--- src/rtl/czfetch_pkg.sv ---
// Shared constants and types for the czfetch instruction-fetch slice.
// Widths must agree with the czpmem program ROM.
package czpkg;

   localparam int PC_WIDTH = 10;
   localparam int IR_WIDTH = 32;
   localparam logic [PC_WIDTH-1:0] RESET_PC = '0;

   typedef struct packed {
      logic [IR_WIDTH-1:0] ir;
      logic [PC_WIDTH-1:0] pc;
   } fetch_entry_t;

endpackage

--- src/rtl/czfetch_if.sv ---
// Fetch-side bus: ROM address/data, redirect/enable controls and the decode handshake.
// Handshake: an instruction transfers in any cycle where IR_VALID & IR_READY; while IR_VALID=1 and IR_READY=0 (no redirect) IR, IR_PC, IR_VALID hold.
interface czfetch_if #(
   parameter int PC_WIDTH = czpkg::PC_WIDTH,
   parameter int IR_WIDTH = czpkg::IR_WIDTH
);
   logic                EN;
   logic                BR_TAKEN;
   logic [PC_WIDTH-1:0] BR_TARGET;
   logic [PC_WIDTH-1:0] PMEM_ADDR;
   logic [IR_WIDTH-1:0] PMEM_DATA;
   logic                IR_VALID;
   logic                IR_READY;
   logic [IR_WIDTH-1:0] IR;
   logic [PC_WIDTH-1:0] IR_PC;

   modport master (
      input  EN, BR_TAKEN, BR_TARGET, PMEM_DATA, IR_READY,
      output PMEM_ADDR, IR_VALID, IR, IR_PC
   );

   modport slave (
      output EN, BR_TAKEN, BR_TARGET, PMEM_DATA, IR_READY,
      input  PMEM_ADDR, IR_VALID, IR, IR_PC
   );
endinterface

--- src/rtl/czfetch_skid.sv ---
// One-entry holding register for ROM data that decode could not take.
// Flush beats load beats pop.
module czfetch_skid
   import czpkg::*;
#(
   parameter type entry_t = fetch_entry_t
) (
   input  logic   clk,
   input  logic   rst_n,
   input  logic   load,
   input  logic   pop,
   input  logic   flush,
   input  entry_t din,
   output logic   valid,
   output entry_t dout
);

   logic   valid_q, valid_d;
   entry_t entry_q, entry_d;

   always_comb begin
      valid_d = valid_q;
      entry_d = entry_q;
      if (flush) begin
         valid_d = 1'b0;
      end else if (load) begin
         valid_d = 1'b1;
         entry_d = din;
      end else if (pop) begin
         valid_d = 1'b0;
      end
   end

   always_ff @(posedge clk or negedge rst_n) begin
      if (!rst_n) begin
         valid_q <= 1'b0;
         entry_q <= '0;
      end else begin
         valid_q <= valid_d;
         entry_q <= entry_d;
      end
   end

   assign valid = valid_q;
   assign dout  = entry_q;

endmodule

--- src/rtl/czfetch.sv ---
// Instruction-fetch sequencer: owns the PC, issues one ROM read per cycle,
// tracks the in-flight read and parks stalled data in a skid entry.
module czfetch
   import czpkg::fetch_entry_t;
#(
   parameter int                  PC_WIDTH = czpkg::PC_WIDTH,
   parameter int                  IR_WIDTH = czpkg::IR_WIDTH,
   parameter logic [PC_WIDTH-1:0] RESET_PC = czpkg::RESET_PC
) (
   input  logic      CLK,
   input  logic      RST_N,
   czfetch_if.master bus
);

   typedef struct packed {
      logic [IR_WIDTH-1:0] ir;
      logic [PC_WIDTH-1:0] pc;
   } entry_t;

   logic [PC_WIDTH-1:0] pc_q, pc_d;
   logic [PC_WIDTH-1:0] infl_pc_q, infl_pc_d;
   logic                inflight_q, inflight_d;
   logic                issue, skid_load, skid_pop, skid_v;
   entry_t              skid_in, skid_out;

   // A stalled in-flight read blocks issue, so the skid never needs a second slot.
   always_comb begin
      issue      = bus.EN & ~skid_v & ~(inflight_q & ~bus.IR_READY);
      skid_load  = inflight_q & ~skid_v & ~bus.IR_READY;
      skid_pop   = skid_v & bus.IR_READY;
      skid_in    = '{ir: bus.PMEM_DATA, pc: infl_pc_q};
      pc_d       = pc_q;
      infl_pc_d  = infl_pc_q;
      inflight_d = 1'b0;
      if (bus.BR_TAKEN) begin
         pc_d = bus.BR_TARGET;
      end else if (issue) begin
         inflight_d = 1'b1;
         infl_pc_d  = pc_q;
         pc_d       = pc_q + 1'b1;
      end
   end

   always_ff @(posedge CLK or negedge RST_N) begin
      if (!RST_N) begin
         pc_q       <= RESET_PC;
         inflight_q <= 1'b0;
         infl_pc_q  <= '0;
      end else begin
         pc_q       <= pc_d;
         inflight_q <= inflight_d;
         infl_pc_q  <= infl_pc_d;
      end
   end

   czfetch_skid #(
      .entry_t(entry_t)
   ) u_skid (
      .clk  (CLK),
      .rst_n(RST_N),
      .load (skid_load),
      .pop  (skid_pop),
      .flush(bus.BR_TAKEN),
      .din  (skid_in),
      .valid(skid_v),
      .dout (skid_out)
   );

   // Idle outputs are forced to zero rather than leaking raw ROM data.
   assign bus.PMEM_ADDR = pc_q;
   assign bus.IR_VALID  = skid_v | inflight_q;
   assign bus.IR        = skid_v ? skid_out.ir : (inflight_q ? bus.PMEM_DATA : '0);
   assign bus.IR_PC     = skid_v ? skid_out.pc : (inflight_q ? infl_pc_q : '0);

endmodule
--- src/flat_wrapper.sv ---
// flat-port wrapper written by rule: the top's interface ports become plain ports
module czfetch_flat import czpkg::fetch_entry_t;
#(
   parameter int                  PC_WIDTH = czpkg::PC_WIDTH,
   parameter int                  IR_WIDTH = czpkg::IR_WIDTH,
   parameter logic [PC_WIDTH-1:0] RESET_PC = czpkg::RESET_PC
)
  (CLK, RST_N, bus_EN, bus_BR_TAKEN, bus_BR_TARGET, bus_PMEM_DATA, bus_IR_READY, bus_PMEM_ADDR, bus_IR_VALID, bus_IR, bus_IR_PC);
  czfetch_if #(.PC_WIDTH(PC_WIDTH), .IR_WIDTH(IR_WIDTH)) bus_i ();
  input  logic CLK;
  input  logic RST_N;
  input wire logic [$bits(bus_i.EN)-1:0] bus_EN;
  input wire logic [$bits(bus_i.BR_TAKEN)-1:0] bus_BR_TAKEN;
  input wire logic [$bits(bus_i.BR_TARGET)-1:0] bus_BR_TARGET;
  input wire logic [$bits(bus_i.PMEM_DATA)-1:0] bus_PMEM_DATA;
  input wire logic [$bits(bus_i.IR_READY)-1:0] bus_IR_READY;
  output wire logic [$bits(bus_i.PMEM_ADDR)-1:0] bus_PMEM_ADDR;
  output wire logic [$bits(bus_i.IR_VALID)-1:0] bus_IR_VALID;
  output wire logic [$bits(bus_i.IR)-1:0] bus_IR;
  output wire logic [$bits(bus_i.IR_PC)-1:0] bus_IR_PC;
  assign bus_i.EN = bus_EN;
  assign bus_i.BR_TAKEN = bus_BR_TAKEN;
  assign bus_i.BR_TARGET = bus_BR_TARGET;
  assign bus_i.PMEM_DATA = bus_PMEM_DATA;
  assign bus_i.IR_READY = bus_IR_READY;
  assign bus_PMEM_ADDR = bus_i.PMEM_ADDR;
  assign bus_IR_VALID = bus_i.IR_VALID;
  assign bus_IR = bus_i.IR;
  assign bus_IR_PC = bus_i.IR_PC;
  czfetch #(.PC_WIDTH(PC_WIDTH), .IR_WIDTH(IR_WIDTH), .RESET_PC(RESET_PC)) u_core (.CLK(CLK), .RST_N(RST_N), .bus(bus_i));
endmodule
--- config.mk ---
export PLATFORM = sky130hd
export DESIGN_NAME = czfetch_flat
export DESIGN_NICKNAME = d
export VERILOG_FILES = /design/src/rtl/czfetch_pkg.sv /design/src/rtl/czfetch_if.sv /design/src/rtl/czfetch_skid.sv /design/src/rtl/czfetch.sv /design/src/flat_wrapper.sv
export SDC_FILE = /design/constraint.sdc
export NUM_CORES = 1
export LEC_CHECK = 0
export BUFFER_PORTS_ARGS = -buffer_cell sky130_fd_sc_hd__clkbuf_2
export CORE_UTILIZATION = 54
export DETAILED_ROUTE_END_ITERATION = 10
export PLACE_DENSITY = 0.95
export SYNTH_ARGS = -nofsm -noshare
export SYNTH_HDL_FRONTEND = slang
export SYNTH_SLANG_ARGS = --single-unit
--- constraint.sdc ---
create_clock -name CLK -period 2.8 [get_ports CLK]
set_input_delay 0.14 -clock CLK [delete_from_list [all_inputs] [get_ports CLK]]
set_output_delay 0.14 -clock CLK [all_outputs]
set_load 0.05 [all_outputs]
## Yosys cells after proc, flatten, opt, wreduce, memory -nomap -nowiden

Index checks and enable logic that the tools add are counted.

| cells by class | value |
|---|---|
| add/sub/neg operators | 1 |
| multiplexer cells | 11 |
| bitwise logic cells | 11 |
| reduce and logical (&&, ||, !) cells | 4 |

Operator list:

| kind | number |
|---|---|
| $mux 32 | 2 |
| $mux 10 | 4 |
| $add 10x1->10 const B | 1 |
| $and 1x1->1 | 6 |
| $mux 1 | 5 |
| $not 1->1 | 4 |
| $reduce_and 2->1 | 2 |
| $reduce_bool 3->1 | 1 |
| $reduce_bool 2->1 | 1 |
| $or 1x1->1 | 1 |

| word-level totals | value |
|---|---|
| register bits | 64 |

## Logic depth before layout (Yosys ltp)

Gate-level depths: netlist (run 1).

| logic depth | value |
|---|---|
| word-level depth | 6 |
| mapped depth | 6 |

## By module

From an unflattened synthesis (run 1), not the netlist that was laid out.

| second synthesis, totals | value |
|---|---|
| cells, all modules | 240 |
| area total of the unflattened synthesis | 3244.4 µm² |

By module, submodules not included:

| module | instances | cells an instance | area an instance (µm²) | seq. area each (µm²) |
|---|---|---|---|---|
| czfetch_skid | 1 | 94 | 1819.2 | 1076.0 |
| czfetch | 1 | 146 | 1425.1 | 525.5 |

## Worst setup path before layout (run 1)

Ideal clock, no wire load.

| timing path | value |
|---|---|
| kind | register -> output |
| start | reg u_core.u_skid.valid_q (netlist: u_core.u_skid.valid) |
| end | out bus_IR[27] |
| arrival time | 1.791 ns |
| data required time | 2.660 ns |
| path slack | 0.869 ns |
| stages on the path, launching flop included | 4 |
| path buffers | 2 |
| path through | dfrtp_1 buf_6 clkbuf_1 o21ai_0 |

| on the way | value |
|---|---|
| word-level cells in the longest chain between the ends | 1 |

Ends and longest elaborated chain:

| element | RTL line | text |
|---|---|---|
| start: declaration | czfetch_skid.sv:18 | `logic valid_q, valid_d;` |
| start signal: assignment | czfetch_skid.sv:39 | `valid_q <= valid_d;` |
| $mux 32 | czfetch.sv:72 | `assign bus.IR = skid_v ? skid_out.ir : (inflight_q ? bus.PMEM_DATA : '0);` |
| end: declaration | flat_wrapper.sv:19 | `output wire logic [$bits(bus_i.IR)-1:0] bus_IR;` |

No other way between the ends.

## Worst setup path in the final report (run 1)

| timing path | value |
|---|---|
| start | reg u_core.u_skid.valid_q (netlist: u_core.u_skid.valid) |
| end | out bus_IR[7] |

The elaborated chain is that of the path after synthesis.

==> results of run 1 <==
[cell type report]
| cell class | instances | share of cell area, % |
|---|---|---|
| Tap cell | 70 | 2.31 |
| Inverter | 1 | 0.0990 |
| Sequential cell | 64 | 42.2 |
| Multi-Input combinational cell | 150 | 34.5 |
| Timing Repair Buffer | 107 | 14.7 |
| Clock inverter | 2 | 1.58 |
| Clock buffer | 14 | 4.55 |
[through the flow]
stage	worst slack [ns]	instance area, um^2	hold WS (ns)	utilization (%)
floorplan	0.869	3010	-0.156	-
global placement	1.10	3550	0.197	67.8
detailed placement	1.03	3550	0.196	67.8
CTS	0.743	3790	0.00229	72.4
global route	0.659	3790	0.0261	72.4
finish	0.754	3790	0.0134	72.4
[final timing paths]
check / slack [ns] / to
min in group asynchronous: 0.37 / u_core.u_skid.dout[29]
hold / removal: 0.01 / u_core.bus.PMEM_ADDR[0]
setup reg to reg: 1.03 / u_core.u_skid.dout[39]
hold reg to reg: 0.50 / u_core.u_skid.dout[24]
setup / recovery: 0.75 / bus_IR[7]
max in group asynchronous: 2.09 / u_core.inflight_q
[state kept, by name (all words and copies together), names as in the netlist]
name and count:
u_core.bus.PMEM_ADDR 10, u_core.infl_pc_q 10, u_core.inflight_q 1, u_core.u_skid.dout 42, u_core.u_skid.valid 1
[cells in the final DEF, fill, tap and decap left out, drive strengths merged]
cell type and instances:
a211o 1, o211ai 1, mux2 52, and4 1, nand3 4, nor3b 2, a31oi 2, nand4 3
bufinv 2, o31ai 1, buf 7, or4 2, xor2 5, inv 1, nor2b 2, or3 1
nand2b 1, or2 1, and3 1, nor4 1, mux2i 1, nor2 3, dfrtp 64, ha 1
o211a 1, a22o 41, and2 1, o21ai 8, nand2 13, clkbuf 113, dlygate4sd3 1
[logic make-up after synthesis]
logic type                 count (synthesis)
AOI/OAI and AO/OA                         55
xor gates and xnor gates                   5
adders and majority gates                  1
buffers and inverters                     18
DFF                                       64
muxes                                     53
and+or+nand+nor                           36
[power by group through the flow]
stage / clock [mW] / sequential [mW] / combinational, mW
global placement: 0 / 1.30 / 0.644
CTS: 0.928 / 1.30 / 0.671
detailed placement: 0 / 1.31 / 0.668
global route: 0.968 / 1.33 / 0.710
floorplan: 0 / 1.32 / 0.479
finish: 0.913 / 1.30 / 0.665
[worst min-delay path, delay by kind of cell]
kind | cells | cell delay, ns
AOI/OAI and AO/OA | 1 | 0.05
and+or+nand+nor | 1 | 0.04
buffers and inverters | 1 | 0.07
[metal layers]
layer  vias up  global-route usage [%]
met2        93                    34.7
met1      1094                    31.4
met3         9                    5.00
met4         0                    10.2
met5         -                       0
li1       1077                       -
[Yosys cell counts]
master / instances / area [um^2]
a211o_1: 1 / 8.76
a22o_1: 41 / 359
a31oi_1: 2 / 12.5
and2_1: 1 / 6.26
and3_2: 1 / 7.51
and4_2: 1 / 10.0
buf_2: 1 / 5.00
buf_4: 1 / 7.51
buf_6: 5 / 56.3
clkbuf_1: 10 / 37.5
dfrtp_1: 64 / 1600
ha_1: 1 / 12.5
inv_1: 1 / 3.75
mux2_1: 4 / 45.0
mux2_2: 48 / 541
mux2i_1: 1 / 10.0
nand2_1: 13 / 48.8
nand2b_1: 1 / 6.26
nand3_1: 4 / 20.0
nand4_1: 3 / 18.8
nor2_1: 3 / 11.3
nor2b_1: 1 / 6.26
nor2b_2: 1 / 8.76
nor3b_1: 1 / 7.51
nor3b_4: 1 / 18.8
nor4_1: 1 / 6.26
o211a_1: 1 / 10.0
o211ai_1: 1 / 7.51
o21ai_0: 8 / 40.0
o31ai_1: 1 / 7.51
or2_2: 1 / 6.26
or3_1: 1 / 6.26
or4_1: 2 / 15.0
xor2_1: 5 / 43.8
[timing repair]
action	in CTS	in global routing
endpoints found under the hold margin	64	0
hold buffers	1	0
setup endpoints to repair	0	0
==> impl_results.md, run 1 <==
- Vias in the first global route: 2149
- Worst setup EP type: output pin
- Diodes inserted: 0
- Fill cells: between 300 and 400
- Setup TNS: 0 ns
- Min-delay src: bus_BR_TARGET[0]
- RSZ-0062 raised after global routing: no
- Outcome: completed
- Root Driver: clkbuf_8
- DRT iter0 DRCs: 110
- Reg area: roughly 1600 um^2
- Routed Antenna Nets: 0
- Final hold violations: 0
- Family with the most delay on the worst path: buffers and inverters
- PostCTS Resize Cnt: 0
- Syn nets: 280
- Placed cells: a little under 400
- Non-filler cells in the finished layout: between 400 and 500
- Worst-margin pin slew: between 0.4 and 0.5 ns
- Clock buffer depth: 2
- Site row count: 26
- Rel. slew slack: 71.0%
- Sw Share: a little under a third
- Total GRT Usage: between 20% and 30%
- Post-Synth XOR/XNOR Area: 1.45%
- Die height: 76.7 um
- Clock transition at path regs: 0.07 ns
- Pin count of the biggest net entering global routing: 42
- I/O Buffers: 99
- Ys Warns: 0
- DR top layer: met4
- CP max stage cell: dfrtp_1
- Pint: between 2 and 2.5 mW
- Main combinational cell family by area after synthesis: multiplexers
- Initial antenna violation count: 0
- Mapped cell area: 3010 um^2
- Simple-Gate Fraction of Synth Area: between 6 and 7%
- WP buf/inv: 2
- CTS H-tree lvls: 3
- Startpoint types: flop
- Final setup fails: 0
- Pre-antenna DRT Iters: 5
- CP Launch Point: u_core.u_skid.valid
- Die Area: about 5900 um^2
- Yosys reg bits: 64
- Crit Path Category: flop to output pin
- CTS tree: done
- DPL Wire Length: between 4000 and 5000 um
- Post-synthesis mux area share: between 10% and 20%
- NumNets Final: 381
- Maximum fanout along the worst path: approximately 40
- Pwr/cell area: approximately 760 nW/um^2
- Met3 WL: 344 um
- Share of total power in the clock network: 31.7%
- Total power: approximately 2.9 mW
- Hold Path Class: input pin to flop
- Maximum vdd drop: 0.000381 V
- Adder-cell share of the synthesized area: less than 1%
- Fin. max-slew vios: 0
- Routability cong.: between 0.8 and 0.9
- Top-Level Pins: 100
- Final min period: between 2 and 2.5 ns
- Sequential power share: around 45%
- Worst skew pair latency: between 0.3 and 0.4 ns
- Max incr delay on CP: roughly 0.50 ns
- Period utilization: about three quarters
- Routed vias/inst: between 5 and 6
- Clk sinks: 64
- Avg Cell Area, Syn: around 13 um^2
- CP Data Arrival Time: 1.91 ns
- Share of layout cells above drive strength 1: about half
- Fmax: around 490 MHz
- WL/cell: 15.4 um
- CTS buffer count: 9
- Sequential element share of the synthesized area: a little over half
- Global-route wire length before repair: between 10000 and 15000 um
- Core Footprint: ~5200 um^2
- WHS Path Cells: 3
- Synth unique cells: 34
- Wire length on met1: approximately 2900 um
- Max-cap viol count: 0
- Complex-gate fraction of the synthesized area: 14.8%
- DRC violations left: 0
- Worst r2r src: u_core.u_skid.valid
- WP data required: about 2.7 ns
- Initial Utilization: a little under three fifths
- Postcts setup bufs: 0
- Leakage power: between 1.5 and 2 nW
- Multi-input logic area: roughly 1300 um^2
- Area added between synthesis and finish: 25.9%
- Die Wd: between 70 and 80 um
- Gate power share: 23.1%
- Final WL: 6300 um
- Clock skew: ~0.0083 ns
- Switch Pwr: 0.870 mW
- Worst Reg2Reg Path Length in Cells: 4
- CP Depth: 4
- Overflow after GRT: 0
- Met2 wire len: between 2000 and 3000 um
- Critical-path cell list: nor2b_4 -> buf_4 -> a22o_1 -> clkbuf_2
- Vias: 2273
- Mapped Cells: about 230
(Power assumes the default switching activity.)
==> run 2, diff against run 1 <==
--- a/config.mk
+++ b/config.mk
@@ -6,9 +6,9 @@
 export NUM_CORES = 1
 export LEC_CHECK = 0
 export BUFFER_PORTS_ARGS = -buffer_cell sky130_fd_sc_hd__clkbuf_2
-export CORE_UTILIZATION = 54
+export CORE_UTILIZATION = 45
 export DETAILED_ROUTE_END_ITERATION = 10
-export PLACE_DENSITY = 0.95
+export PLACE_DENSITY = 0.85
 export SYNTH_ARGS = -nofsm -noshare
 export SYNTH_HDL_FRONTEND = slang
 export SYNTH_SLANG_ARGS = --single-unit
==> constraint.sdc (replaced) <==
create_clock -name CLK -period 1.6 [get_ports CLK]
set_input_delay 0.08 -clock CLK [delete_from_list [all_inputs] [get_ports CLK]]
set_output_delay 0.08 -clock CLK [all_outputs]
set_load 0.05 [all_outputs]
==> impl_results.md, run 2 (synthesis gave the netlist of run 1 again) <==
- Outcome: complete, but fails checks
- Failing checks: DRC, setup timing
- Setup TNS: -3.17 ns
- Commonest cells after routing, fill and taps aside: dfrtp_1 (57), clkbuf_2 (55), dlygate4sd3_1 (44)
- Worst r2r dst: u_core.u_skid.dout[22]
- Worst setup EP type: flop
- Vias: around 2.7k
- Startpoint types: flop
- NumNets Final: ~440
- Initial Utilization: between 40% and 50%
- DRC violations left: 15
- Worst skew pair latency: between 0.3 and 0.4 ns
- Pre-antenna DRT Iters: 9
- Overflow after GRT: 0
- Initial antenna violation count: 0
- Commonest non-fill, non-tap cell in the layout: dfrtp_1
- RSZ-0062 raised after global routing: yes
- Vias in the first global route: 2657
- Largest register FFs: 42
- Pin count of the biggest net entering global routing: 43
- Worst-margin pin slew: 0.615 ns
- Post-layout util: a little under 80%
- Rel. slew slack: between 50 and 60%
- Final min period: 1.70 ns
- Setup WS post-layout: -0.0965 ns
- Final setup fails: 66
- WL/cell: slightly below 20 um
- Fmax: 589 MHz
- Top-Level Pins: 100
- Die height: between 80 and 90 um
- Share of layout cells above drive strength 1: about 53%
- Routability cong.: just under 0.8
- Clock skew: roughly 0.0064 ns
- Clk sinks: 64
- Max-cap viol count: 0
- CTS tree: done
- Placed cell areas: about 3800 um^2
- CP Data Arrival Time: approximately 1.9 ns
- Pwr/cell area: 1130 nW/um^2
- Dpl ws: slightly above 0.02 ns
- Global-route wire length before repair: around 13000 um
- Placed cells: roughly 400
- Fin. max-slew vios: 0
- WP data required: about 1.8 ns
- Root Driver: clkbuf_8
- Maximum fanout along the worst path: 6
- Worst r2r src: u_core.u_skid.valid
- Site row count: 29
- Hold Path Class: input pin to flop
- Crit Path Category: flop to flop
- DRT iter0 DRCs: 141
- DPL Wire Length: around 4600 um
- Total GRT Usage: a little under a quarter
- Min-delay src: bus_BR_TAKEN
- Die Wd: about 84 um
- CTS H-tree lvls: 3
- Routed Antenna Nets: 0
- Core Footprint: about 6400 um^2
- Hold path endpoint: u_core.u_skid.valid
- Maximum vdd drop: approximately 0.00064 V
- WHS Path Cells: 3
- Area added between synthesis and finish: 68.0%
- Leakage power: ~2.4 nW
- Fill cells: 350
- Period utilization: 106%
- Flop2flop setup slack: -0.1 ns
- Clock buffer depth: 2
- Routed vias/inst: 5.61
- Final WL: between 9000 and 10000 um
- Worst Reg2Reg Path Length in Cells: 5
- Final hold violations: 0
- Diodes inserted: 0
- I/O Buffers: slightly below 100
- CTS buffer count: 9
- Die Area: roughly 7000 um^2
- Non-filler cells in the finished layout: roughly 470
- Clock transition at path regs: about 0.07 ns
- Post-route cell area: 5060 um^2
==> run 2: cell count changes in the layout (fill, tap and decap cells not counted), sizes merged <==
cell         change
bufinv           +1
clkinv           +3
buf             +54
dlygate4sd3     +43
clkinvlp         +1
clkbuf          -45
==> run 2: worst max-delay path by stage <==
stage / from / endpoint / cells after the start
6_report: u_core.u_skid.valid / u_core.u_skid.dout[22] / 5
5_1_grt: u_core.u_skid.valid / u_core.u_skid.dout[25] / 5
4_1_cts: u_core.u_skid.valid / bus_IR[25] / 4
3_5_place_dp: u_core.u_skid.valid / u_core.infl_pc_q[8] / 5
3_3_place_gp: u_core.inflight_q / u_core.u_skid.dout[36] / 4
2_1_floorplan: u_core.u_skid.valid / u_core.u_skid.dout[13] / 6
==> run 2: through the flow <==
step	hold slack, ns	total power [mW]
3_3_place_gp	0.117	3.51
4_1_cts	0.194	5.43
5_1_grt	0.234	5.94
6_report	0.228	5.70
3_5_place_dp	0.125	3.57
2_1_floorplan	-0.216	3.16
==> run 2: power by group <==
group | switching [mW] | leakage, nW | total [mW] | internal [mW]
clock | 0.643 | 0.119 | 1.68 | 1.04
sequential | 0.325 | 0.768 | 2.35 | 2.02
combinational | 0.787 | 1.48 | 1.67 | 0.882
==> run 2: layout make-up <==
cell class,instances,area [um^2],share of cell area (%)
Tap cell,77,96.3,1.90
Inverter,1,3.75,0.0741
Timing Repair Buffer,164,1620,32.1
Clock inverter,7,120,2.37
Sequential cell,64,1610,31.8
Clock buffer,9,124,2.45
Multi-Input combinational cell,150,1480,29.3
==> run 2: critical path, stage by stage, from the launching register on <==
cell and delay (ns):
dfrtp_2 0.46, nor2b_4 0.20, nor3b_4 0.27, buf_6 0.18, buf_12 0.13, mux2_2 0.33
==> run 2: layer usage <==
layer  part of all wire [%]  GRT usage [%]
met1                     40           26.9
met2                     51           40.1
met3                    5.1           5.44
met4                    3.4           10.5
met5                      0              0
==> run 2: repair_timing <==
item | 4_1_cts | 5_1_grt
gates cloned | 0 | 6
gates resized for setup | 58 | 91
pin swaps | 1 | 0
hold buffers | 44 | 0
buffers inserted | 1 | 2
endpoints found under the setup margin | 43 | 92
hold endpoints to repair | 67 | 0
==> run 3, diff against run 2 <==
--- a/config.mk
+++ b/config.mk
@@ -8,7 +8,8 @@
 export BUFFER_PORTS_ARGS = -buffer_cell sky130_fd_sc_hd__clkbuf_2
 export CORE_UTILIZATION = 45
 export DETAILED_ROUTE_END_ITERATION = 10
-export PLACE_DENSITY = 0.85
+export PLACE_DENSITY = 0.75
+export SLEW_MARGIN = 20
 export SYNTH_ARGS = -nofsm -noshare
 export SYNTH_HDL_FRONTEND = slang
 export SYNTH_SLANG_ARGS = --single-unit
==> impl_results.md, run 3 (synthesis gave the netlist of run 1 again) <==
- Final hold violations: 0
- Dpl ws: ~0.029 ns
- M1 GR Usage: 33.2%
- Routed vias/inst: ~5.8
- Initial antenna violation count: 0
- Die Wd: roughly 84 um
- Worst Reg2Reg Path Length in Cells: 6
- Flop2flop setup slack: -0.05 ns
- Crit Path Category: flop to output pin
- Commonest non-fill, non-tap cell in the layout: dfrtp_1
- DRC violations left: 24
- GR Util met2: ~47%
- Largest register FFs: 42
- Fill cells: approximately 310
- Pwr/cell area: ~1100 nW/um^2
- Die height: 83.8 um
- Max-cap viol count: 0
- Period utilization: 104%
- Top-Level Pins: 100
- Reg area: ~1600 um^2
- Commonest cells after routing, fill and taps aside: dfrtp_1 (57), clkbuf_2 (55), mux2_2 (48)
- Die Area: 7030 um^2
- CTS H-tree lvls: 3
- Worst r2r dst: u_core.infl_pc_q[8]
- Setup WS post-layout: -0.0618 ns
- Final setup fails: 75
- Failing checks: DRC, setup timing
- Routability cong.: just under 0.8
- RSZ-0062 raised after global routing: yes
- Overflow after GRT: 0
- Diodes inserted: 0
- Hold Path Class: input pin to flop
- WP data required: ~1.5 ns
- Site row count: 29
- Placed cell areas: 3810 um^2
- Maximum vdd drop: approximately 0.00068 V
- Worst-margin pin slew: between 0.5 and 0.6 ns
- Area added between synthesis and finish: 77.7%
- Worst r2r src: u_core.u_skid.valid
- CTS buffer count: 9
- Total GRT Usage: ~27%
- Pre-antenna DRT Iters: 7
- Worst setup EP type: output pin
- Leakage power: 2.46 nW
- Global-route wire length before repair: 14400 um
- Max incr delay on CP: about 0.43 ns
- Fmax: approximately 600 MHz
- Root Driver: clkbuf_8
- Post-route cell area: between 5000 and 6000 um^2
- Post-layout util: ~83%
- Critical-path cell list: nor2b_4 -> buf_6 -> clkbuf_16 -> a22o_1 -> buf_8
- WP buf/inv: 3
- Maximum fanout along the worst path: 5
- Min-delay src: bus_PMEM_DATA[26]
- Final min period: between 1.5 and 2 ns
- WHS Path Cells: 2
- Clock transition at path regs: 0.07 ns
- Final WL: 10500 um
- DPL Wire Length: ~4700 um
- Startpoint types: flop
- Vias: about 2.8k
- CP max stage cell: dfrtp_2
- Busiest grt layer: met2
- Vias in the first global route: 2862
- Core Footprint: between 6000 and 7000 um^2
- Worst skew pair latency: between 0.3 and 0.4 ns
- Routing usage on met3: under 10%
- Clock buffer depth: 2
- Share of layout cells above drive strength 1: 56.3%
- Routed Antenna Nets: 0
- Clock skew: 0.0112 ns
- Hold path endpoint: u_core.u_skid.dout[36]
- Multi-input logic area: 1480 um^2
- WL/cell: roughly 22 um
- I/O Buffers: between 90 and 100
- CP Data Arrival Time: 1.58 ns
- Family with the most delay on the worst path: buffers and inverters
- Outcome: complete, but fails checks
- Non-filler cells in the finished layout: 480
- DRT iter0 DRCs: 200
- Clk sinks: 64
- Fin. max-slew vios: 0
- Placed cells: 403
- Initial Utilization: between 40% and 50%
- Pin count of the biggest net entering global routing: 24
- Rel. slew slack: 61.4%
- NumNets Final: roughly 450
- CTS tree: done
==> run 3: changes by cell type in the layout (fill, tap and decap cells not counted), moves of 4 or more <==
cell,change
a22o_1,-7
a22o_4,+7
buf_16,+4
buf_6,-16
buf_8,+11
clkbuf_8,+6
mux2_2,+23
mux2_4,-26
==> run 3: repair_timing <==
action                                  CTS  global route
setup buffers                             6             3
cloned                                    4             6
hold buffers                             42             0
hold endpoints to repair                 61             0
resized for setup                        83            52
endpoints found under the setup margin   43            93
pin swaps                                 3             6
==> run 3: power breakdown <==
part | total, mW | switching (mW) | internal, mW
registers | 2.36 | 0.341 | 2.02
clock network | 1.91 | 0.668 | 1.24
logic | 1.72 | 0.845 | 0.873
==> run 3: stage by stage <==
| stage | power (mW) | setup TNS, ns | hold WS, ns |
|---|---|---|---|
| CTS | 5.71 | -0.439 | 0.00271 |
| floorplan | 3.16 | -2.95 | -0.216 |
| global route | 6.20 | -6.65 | 0.0101 |
| detailed placement | 3.59 | 0 | 0.0961 |
| global placement | 3.53 | 0 | 0.0931 |
| finish | 5.99 | -1.95 | 0.0152 |
==> run 3: cell type report <==
| class | instances | share of cell area, % |
|---|---|---|
| repair buffers | 172 | 35.3 |
| flip-flops and latches | 64 | 30.1 |
| multi-input cells | 150 | 27.7 |
| clock buffers | 11 | 2.64 |
| clock inverters | 5 | 2.38 |
| well taps | 77 | 1.80 |
| inverters | 1 | 0.0701 |
==> run 3: worst max-delay path by stage <==
stage	slack, ns	from	end	cells past startpoint
after floorplan	-0.08	u_core.u_skid.valid	u_core.u_skid.dout[13]	6
after global placement	0.05	u_core.inflight_q	bus_IR_PC[4]	4
after detailed placement	0.03	u_core.u_skid.valid	u_core.u_skid.dout[36]	4
after CTS	-0.03	u_core.u_skid.valid	bus_IR[0]	5
after global routing	-0.12	u_core.u_skid.valid	u_core.infl_pc_q[4]	6
final	-0.06	u_core.u_skid.valid	bus_IR[14]	5
==> run 3: layer usage <==
layer / wire length, um / vias to the layer above / share of wire, %
met5: 0 / - / 0
met4: 106 / 0 / 1.0
met3: 596 / 12 / 5.7
met2: 5570 / 121 / 53
met1: 4260 / 1431 / 40
li1: - / 1205 / -
